--- config.mk ---
export PLATFORM = sky130hd
export DESIGN_NAME = prirv32_fetch_ctrl
export DESIGN_NICKNAME = d
export VERILOG_FILES = /design/src/rtl/prirv32_fetch_ctrl.sv
export SDC_FILE = /design/constraint.sdc
export NUM_CORES = 1
export LEC_CHECK = 0
export BUFFER_PORTS_ARGS = -buffer_cell sky130_fd_sc_hd__buf_4
export CAP_MARGIN = 10
export CORE_MARGIN = 8
export CORE_UTILIZATION = 57
export DETAILED_ROUTE_END_ITERATION = 16
export GPL_TIMING_DRIVEN = 1
export PLACE_DENSITY = 0.92
export SKIP_LAST_GASP = 1
export SLEW_MARGIN = 20
export SYNTH_ARGS = -nofsm -noshare
export SYNTH_HDL_FRONTEND = slang
export SYNTH_SLANG_ARGS = --single-unit
--- constraint.sdc ---
create_clock -name clk_in -period 4.2 [get_ports clk_in]
set_input_delay 0.21 -clock clk_in [delete_from_list [all_inputs] [get_ports clk_in]]
set_output_delay 0.21 -clock clk_in [all_outputs]
set_load 0.01 [all_outputs]
--- src/rtl/prirv32_fetch_ctrl.sv ---
// prirv32_fetch_ctrl: instruction fetch controller.
// Issues one word-aligned read at a time to instruction memory and holds the
// returned word for the decoder until it is consumed or a redirect arrives.
// A redirect that lands while a read is outstanding waits for that read to
// finish (DRAIN), throws its data away, and then fetches from the new target.
module prirv32_fetch_ctrl #(
    parameter logic [31:0] RESET_PC = 32'h0000_0000
) (
    input  logic        clk_in,
    input  logic        rst_n,
    output logic        imem_req,
    output logic [31:0] imem_addr,
    input  logic        imem_ack,
    input  logic [31:0] imem_rdata,
    output logic [31:0] instr_o,
    output logic [31:0] pc_o,
    output logic        instr_valid_o,
    input  logic        instr_ready_i,
    input  logic        redirect_i,
    input  logic [31:0] redirect_pc_i,
    output logic        misalign_o,
    output logic [31:0] retire_cnt_o
);

    typedef enum logic [1:0] {
        BOOT  = 2'd0,
        FETCH = 2'd1,
        HOLD  = 2'd2,
        DRAIN = 2'd3
    } state_e;

    state_e      state_q, state_d;
    logic [31:0] fetch_pc_q, fetch_pc_d;
    logic [31:0] target_q, target_d;
    logic [31:0] instr_q, instr_d;
    logic [31:0] pc_q, pc_d;
    logic [31:0] retire_q, retire_d;
    logic        misalign_q, misalign_d;
    logic [31:0] redirTarget;

    // Redirect targets are forced onto a word boundary; the low bits only
    // feed the misalignment flag.
    assign redirTarget = {redirect_pc_i[31:2], 2'b00};

    // Next-state and datapath decisions for the fetch sequencer.
    always_comb begin
        state_d    = state_q;
        fetch_pc_d = fetch_pc_q;
        target_d   = target_q;
        instr_d    = instr_q;
        pc_d       = pc_q;
        misalign_d = redirect_i && (redirect_pc_i[1:0] != 2'b00);
        retire_d   = retire_q;

        if ((state_q == HOLD) && instr_ready_i && !redirect_i) begin
            retire_d = retire_q + 32'd1;
        end

        case (state_q)
            BOOT: begin
                state_d = FETCH;
            end
            FETCH: begin
                if (imem_ack) begin
                    if (redirect_i) begin
                        fetch_pc_d = redirTarget;
                    end else begin
                        instr_d    = imem_rdata;
                        pc_d       = fetch_pc_q;
                        fetch_pc_d = fetch_pc_q + 32'd4;
                        state_d    = HOLD;
                    end
                end else if (redirect_i) begin
                    target_d = redirTarget;
                    state_d  = DRAIN;
                end
            end
            HOLD: begin
                if (redirect_i) begin
                    fetch_pc_d = redirTarget;
                    state_d    = FETCH;
                end else if (instr_ready_i) begin
                    state_d = FETCH;
                end
            end
            DRAIN: begin
                if (redirect_i) begin
                    target_d = redirTarget;
                end
                if (imem_ack) begin
                    fetch_pc_d = redirect_i ? redirTarget : target_q;
                    state_d    = FETCH;
                end
            end
            default: begin
                state_d = BOOT;
            end
        endcase
    end

    // State and datapath registers with asynchronous active-low reset.
    always_ff @(posedge clk_in or negedge rst_n) begin
        if (!rst_n) begin
            state_q    <= BOOT;
            fetch_pc_q <= RESET_PC;
            target_q   <= 32'h0000_0000;
            instr_q    <= 32'h0000_0000;
            pc_q       <= 32'h0000_0000;
            retire_q   <= 32'h0000_0000;
            misalign_q <= 1'b0;
        end else begin
            state_q    <= state_d;
            fetch_pc_q <= fetch_pc_d;
            target_q   <= target_d;
            instr_q    <= instr_d;
            pc_q       <= pc_d;
            retire_q   <= retire_d;
            misalign_q <= misalign_d;
        end
    end

    assign imem_req      = (state_q == FETCH) || (state_q == DRAIN);
    assign imem_addr     = fetch_pc_q;
    assign instr_o       = instr_q;
    assign pc_o          = pc_q;
    assign instr_valid_o = (state_q == HOLD);
    assign misalign_o    = misalign_q;
    assign retire_cnt_o  = retire_q;

endmodule

==> results by group, run 1 <==
Run status
  • Status: finished, final reports clean

Synth
  • Main flop type after synthesis: dfrtp_1
  • Avg Cell Area, Syn: 9.67 um2
  • Mapped Area: 0.00778 mm2
  • Synth area leader: dfrtp_1
  • Flops & latches, synth: 163
  • Cells after Synth: 805
  • Syn Nets: 876
  • Synth async-reset ratio: 100%
  • Synth cell types: 68
  • Top post-synthesis cells by area: dfrtp_1, nand2_1, mux2_2
  • Top-area cell type share of the netlist area: 52.4%
  • Syn. warnings: 0
  • Post-synthesis sequential area ratio: 52.4%
  • Post-synth EDFFs: 0

Timing
  • Fin crit period: 2680 ps
  • Final setup viols: 0
  • Worst-margin pin slew: 1050 ps
  • Setup TNS: 0 ps
  • Final period util: 63.8%
  • RSZ-0062 raised after global routing: no
  • Setup WS post-layout: 1520 ps
  • Clock skew: 7.86 ps
  • Final hold vios: 0
  • Slew margin rel.: 29.7%
  • F_max: 373 MHz
  • Max Slew Vio Count: 0

Placed design
  • Area after DPL: 0.00934 mm2
  • GP Congestion: 0.914
  • # port buffers: 199
  • Dpl ws: 1330 ps
  • HPWL after detailed placement: 16.3 mm

Hold path
  • Worst Hold End: target_q[30]$_DFFE_PN0P_
  • Hold path cells: 2
  • Hold path start: redirect_pc_i[30]
  • Hold/Removal Path Class: in2reg

Setup path
  • Startpoint Class: register
  • Critical Path Max Stage Delay: 850 ps
  • RR Startpoint: state_q[0]$_DFFE_PN0P_
  • R2R Setup Slk: 1520 ps
  • Critical path buffer and inverter count: 0
  • Crit end category: register
  • Worst Path Arrival: 2930 ps
  • Reg-to-Reg End: imem_addr[30]$_DFFE_PN0P_
  • CP Cell Sequence: nand2_1, o32ai_1, nand2b_1, mux2i_1, a211oi_1
  • Worst-case reg-to-reg path depth: 5
  • Crit-path max FO: 16
  • Setup Crit Path Kind: reg2reg
  • WP data required: 4450 ps
  • CP delay by family, top: compound AO/OA/AOI/OAI gates
  • Slowest-stage cell, CP: o32ai_1

Pwr
  • Leak: 4.98 nW
  • Power per cell area: 505 mW/mm2
  • Max VDD drop: 0.290 mV

Cells and area
  • Filler cell count: 856
  • Post-route cell area: 0.0102 mm2
  • Layout cells sized above 1: 27.4%
  • Commonest non-fill, non-tap cell in the layout: nand2_1
  • Commonest non-fill, non-tap cells in the layout: nand2_1, buf_4, dfrtp_1
  • Post-layout nets: 1089
  • Area growth syn-to-layout: 31.7%
  • Ant diodes: 0

Clocking
  • Num CTS Buffers: 17
  • Root Buffer: clkbuf_16
  • Clock Sinks: 163
  • Maximum root-to-sink buffer count: 2
  • Post-CTS Setup Bufs: 0
  • H-tree depth: 4
  • Worst skew pair latency: 430 ps
  • TritonCTS clock tree: done
  • CTS clk-pin slew, worst paths: 70 ps

Die
  • Top Ports: 200
  • Initial core utilization: 58.5%
  • Die ar.: 0.0177 mm2
  • Die Span Y: 133 um
  • Row cnt: 42
  • Die X: 133 um
  • Core Box Area: 0.0133 mm2

Global route
  • First-pass GRT wire length: 38.2 mm
  • Pin count of the biggest net entering global routing: 101
  • Initial antenna violation count: 0
  • Number of global-route vias before repair: 7165
  • Global route overflow: 0
  • Gr usage total: 26.9%

Route
  • Routed WL: 23.9 mm
  • Vias per cell: 5.94
  • Final ANT Viol Nets: 0
  • Routed len/inst: 19.8 um
  • Initial DRC Count: 852
  • Via count: 7169
  • DRT Pass-1 Iters: 6
  • Post-route DRC: 0

Run
  • Max-cap violations: 0
-- registers in the layout, summed over array words and instances, names as in the netlist --
register	flops
pc_o	32
instr_o	32
imem_addr	32
misalign_o	1
target_q	32
retire_cnt_o	32
state_q	2
-- synth_stat cells, types with 3 or more instances --
library cell,count
a211oi_1,9
a21oi_1,27
a221oi_1,8
a22o_1,12
a22oi_1,3
and2_1,10
and3_1,11
and4_1,10
buf_2,23
clkbuf_1,16
dfrtp_1,163
inv_1,13
mux2_2,30
mux2i_1,4
nand2_1,222
nand2b_1,11
nand3_1,22
nand4_1,21
nor2_1,36
nor2b_1,4
nor3_1,9
nor4_1,4
o21ai_0,33
o22a_1,3
o22ai_1,4
o2bb2ai_1,3
o31ai_1,3
o32ai_1,7
xnor2_1,24
xor2_1,9
-- worst max-delay path by stage --
stage	from	endpoint	slack [ps]	depth (start not counted)
5_1_grt	state_q[0]$_DFFE_PN0P_	pc_o[2]$_DFFE_PN0P_	1330	5
6_report	state_q[0]$_DFFE_PN0P_	imem_addr[30]$_DFFE_PN0P_	1520	5
2_1_floorplan	imem_addr[2]$_DFFE_PN0P_	imem_addr[22]$_DFFE_PN0P_	2470	6
3_3_place_gp	redirect_i	pc_o[2]$_DFFE_PN0P_	1430	7
4_1_cts	state_q[0]$_DFFE_PN0P_	pc_o[3]$_DFFE_PN0P_	1540	5
3_5_place_dp	redirect_i	instr_o[10]$_DFFE_PN0P_	1330	7
-- metrics by stage --
stage | power, mW | utilization, % | hold slack (ps) | instances
2_1_floorplan | 2.87 | - | -85.6 | 805
3_3_place_gp | 3.56 | 70.2 | 370 | 1142
3_5_place_dp | 3.63 | 70.2 | 372 | 1142
4_1_cts | 5.18 | 77.0 | 6.57 | 1206
5_1_grt | 5.42 | 77.1 | 4.33 | 1207
6_report | 5.17 | 77.1 | 18.8 | 1207
-- cell type report --
cell class                      count  area [um2]  area share [%]
Inverter                           13        48.8           0.476
Multi-Input combinational cell    583        3430            33.5
Clock buffer                       20         447            4.36
Clock inverter                     12         133            1.29
Sequential cell                   163        4080            39.8
Timing Repair Buffer              240        1890            18.4
Tap cell                          176         220            2.15
-- power breakdown --
part / total [mW] / switching (mW) / internal [mW]
combinational: 1.41 / 0.737 / 0.678
clock: 1.51 / 0.624 / 0.890
sequential: 2.25 / 0.340 / 1.91
-- per-layer routing --
| metal | vias to the layer above | part of all wire, % | track usage [%] |
|---|---|---|---|
| met5 | - | 0 | 0 |
| met4 | 0 | 3.4 | 11.2 |
| met3 | 67 | 9.2 | 7.80 |
| met2 | 424 | 49 | 43.8 |
| met1 | 3439 | 39 | 32.7 |
| li1 | 3239 | - | - |
-- what timing repair did --
action	in CTS	in global routing
hold buffers	32	1
gates resized for setup	0	0
hold endpoints to repair	129	1
-- kinds of logic (layout without fill, tap and decap cells) --
logic type / count (synthesis) / after routing / synth area share, %
adder cells (fa/ha/maj): 2 / 2 / 0.321
XOR/XNOR: 33 / 33 / 3.71
multiplexers: 34 / 34 / 4.85
buffers and inverters: 59 / 285 / 3.67
AO/OA/AOI/OAI: 134 / 134 / 11.8
flip-flops: 163 / 163 / 52.4
AND/OR/NAND/NOR: 380 / 380 / 23.3
Power figures use the tool's default switching activity.
==> inputs of run 2 (changes only) <==
CORE_UTILIZATION = 53   (was 57)
PLACE_DENSITY = 0.87   (was 0.92)
clock period = 2.6 ns   (was 4.2 ns; I/O delays follow)
==> run 2 against run 1 <==
  * Combinational power up 69%
  * Sequential power up 61%
  * Routed wire length up 3.8%
  * Power up 62%
  * Clock power up 56%
  * Critical path depth unchanged
  * Core utilization down 2.9 points
  * Largest power group unchanged
==> results by group, run 2 (synthesized netlist as in run 1, its figures left out) <==
Run status
  • Status: finished, final reports clean

Global route
  • Gr usage total: 26.6%
  • Global route overflow: 0
  • Top Usage Layer GRT: met2
  • Met3 usage: 6.56%
  • GR Util met1: 34.2%
  • Number of global-route vias before repair: 7405
  • Met2 Use GR: 41.8%
  • Pin count of the biggest net entering global routing: 61
  • Initial antenna violation count: 0
  • First-pass GRT wire length: 39.2 mm

Setup path
  • RR Startpoint: state_q[0]$_DFFE_PN0P_
  • Critical Path Max Stage Delay: 740 ps
  • CP delay by family, top: compound AO/OA/AOI/OAI gates
  • Crit-path max FO: 16
  • Critical path buffer and inverter count: 0
  • CP Cell Sequence: nand2_1, o32ai_1, nand2b_1, mux2i_1, a211oi_1
  • Worst Path Arrival: 2710 ps
  • WP data required: 2870 ps
  • Setup Crit Path Kind: reg2reg
  • CP startpoint: state_q[0]$_DFFE_PN0P_
  • Worst path depth: 5
  • Crit end category: register
  • Slowest-stage cell, CP: o32ai_1
  • Worst-case reg-to-reg path depth: 5
  • Startpoint Class: register
  • Worst Setup EP: imem_addr[29]$_DFFE_PN0P_
  • Reg-to-Reg End: imem_addr[29]$_DFFE_PN0P_
  • R2R Setup Slk: 160 ps

Clocking
  • Post-CTS Setup Bufs: 0
  • Num CTS Buffers: 17
  • TritonCTS clock tree: done
  • H-tree depth: 4
  • Maximum root-to-sink buffer count: 2
  • CTS clk-pin slew, worst paths: 70 ps
  • Clock Sinks: 163
  • Worst skew pair latency: 430 ps
  • Root Buffer: clkbuf_16

Cells and area
  • Commonest non-fill, non-tap cell in the layout: nand2_1
  • Area growth syn-to-layout: 37.6%
  • Post-layout nets: 1135
  • Post-route cell area: 0.0107 mm2
  • Layout cells sized above 1: 27.8%
  • Commonest non-fill, non-tap cells in the layout: nand2_1, buf_4, dfrtp_1
  • Fin cells: 1262

Die
  • Core Box Area: 0.0144 mm2
  • Die ar.: 0.0188 mm2
  • Die X: 137 um
  • Top Ports: 200
  • Row cnt: 44
  • Initial core utilization: 54.0%
  • Die Span Y: 137 um

Pwr
  • Power per cell area: 782 mW/mm2
  • Power after layout: 8.37 mW
  • Max VDD drop: 0.488 mV
  • Leak: 5.21 nW

Placed design
  • # port buffers: 199
  • HPWL after detailed placement: 16.8 mm
  • Dpl cells: 1164
  • GP Congestion: 0.942
  • Area after DPL: 0.00949 mm2
  • Dpl ws: 307 ps

Route
  • Final ANT Viol Nets: 0
  • Via count: 7437
  • Post-route DRC: 0
  • DRT Pass-1 Iters: 6
  • Routed len/inst: 19.6 um
  • Routed WL: 24.8 mm
  • Vias per cell: 5.89
  • Initial DRC Count: 743

Timing
  • Setup TNS: 0 ps
  • Final period util: 93.9%
  • Slew margin rel.: 45.3%
  • Max Slew Vio Count: 0
  • F_max: 410 MHz
  • RSZ-0062 raised after global routing: no
  • Clock skew: 11.1 ps
  • Final setup viols: 0
  • Fin crit period: 2440 ps
  • Worst-margin pin slew: 820 ps
  • Final hold vios: 0
  • Setup WS post-layout: 158 ps

Run
  • Max-cap violations: 0

Hold path
  • Hold/Removal Path Class: in2reg
run 2: cell types whose count changed in the layout (fill, tap and decap cells not counted), moves of 3 or more:
cell | before | now
buf_12 | 0 | 3
buf_4 | 206 | 217
clkinvlp_4 | 6 | 3
dlygate4sd3_1 | 33 | 65
inv_6 | 1 | 6
inv_8 | 0 | 3
run 2: cell type report:
| cell class | count | area (um2) |
|---|---|---|
| Fill cell | 933 | 3720 |
| Sequential cell | 163 | 4080 |
| Antenna cell | 1 | 2.50 |
| Tap cell | 184 | 230 |
| Timing Repair Buffer | 286 | 2350 |
| Clock buffer | 18 | 439 |
| Clock inverter | 14 | 119 |
| Inverter | 13 | 48.8 |
| Multi-Input combinational cell | 583 | 3440 |
run 2: how the worst min path moves through the flow:
stage          cells past startpoint          start  slack (ps)                        to
2_1_floorplan                      0          rst_n        -170  imem_addr[0]$_DFFE_PN0P_
3_3_place_gp                       1          rst_n         100  target_q[14]$_DFFE_PN0P_
3_5_place_dp                       1          rst_n         100  target_q[13]$_DFFE_PN0P_
4_1_cts                            2  instr_ready_i          20    state_q[0]$_DFFE_PN0P_
5_1_grt                            2  instr_ready_i          10    state_q[0]$_DFFE_PN0P_
6_report                           2  instr_ready_i          30    state_q[0]$_DFFE_PN0P_
run 2: per-stage QoR:
stage	util [%]	hold WS, ps
2_1_floorplan	-	-166
3_3_place_gp	65.8	98.8
3_5_place_dp	65.8	101
4_1_cts	74.2	16.8
5_1_grt	74.2	12.9
6_report	74.2	27.3
run 2: worst reg2reg max path, stage by stage, from the launching register on:
cell	delay [ps]
dfrtp_1	660
nand2_1	560
o32ai_1	740
nand2b_1	110
mux2i_1	150
a211oi_1	60
run 2: repair_timing:
action,in CTS,in global routing
hold buffers,65,0
hold endpoints to repair,108,0
gates resized for setup,0,1
setup endpoints to repair,0,1
run 2: power breakdown:
group | total (mW) | internal [mW] | switching [mW]
Combinational | 2.38 | 1.16 | 1.22
Clock | 2.36 | 1.28 | 1.08
Sequential | 3.62 | 3.08 | 0.542
Total | 8.37 | 5.52 | 2.85
run 2: routing by layer:
layer,part of all wire (%),wire length [um]
met5,0,0
met4,3.6,899
met3,9.9,2460
met2,48,11800
met1,39,9620
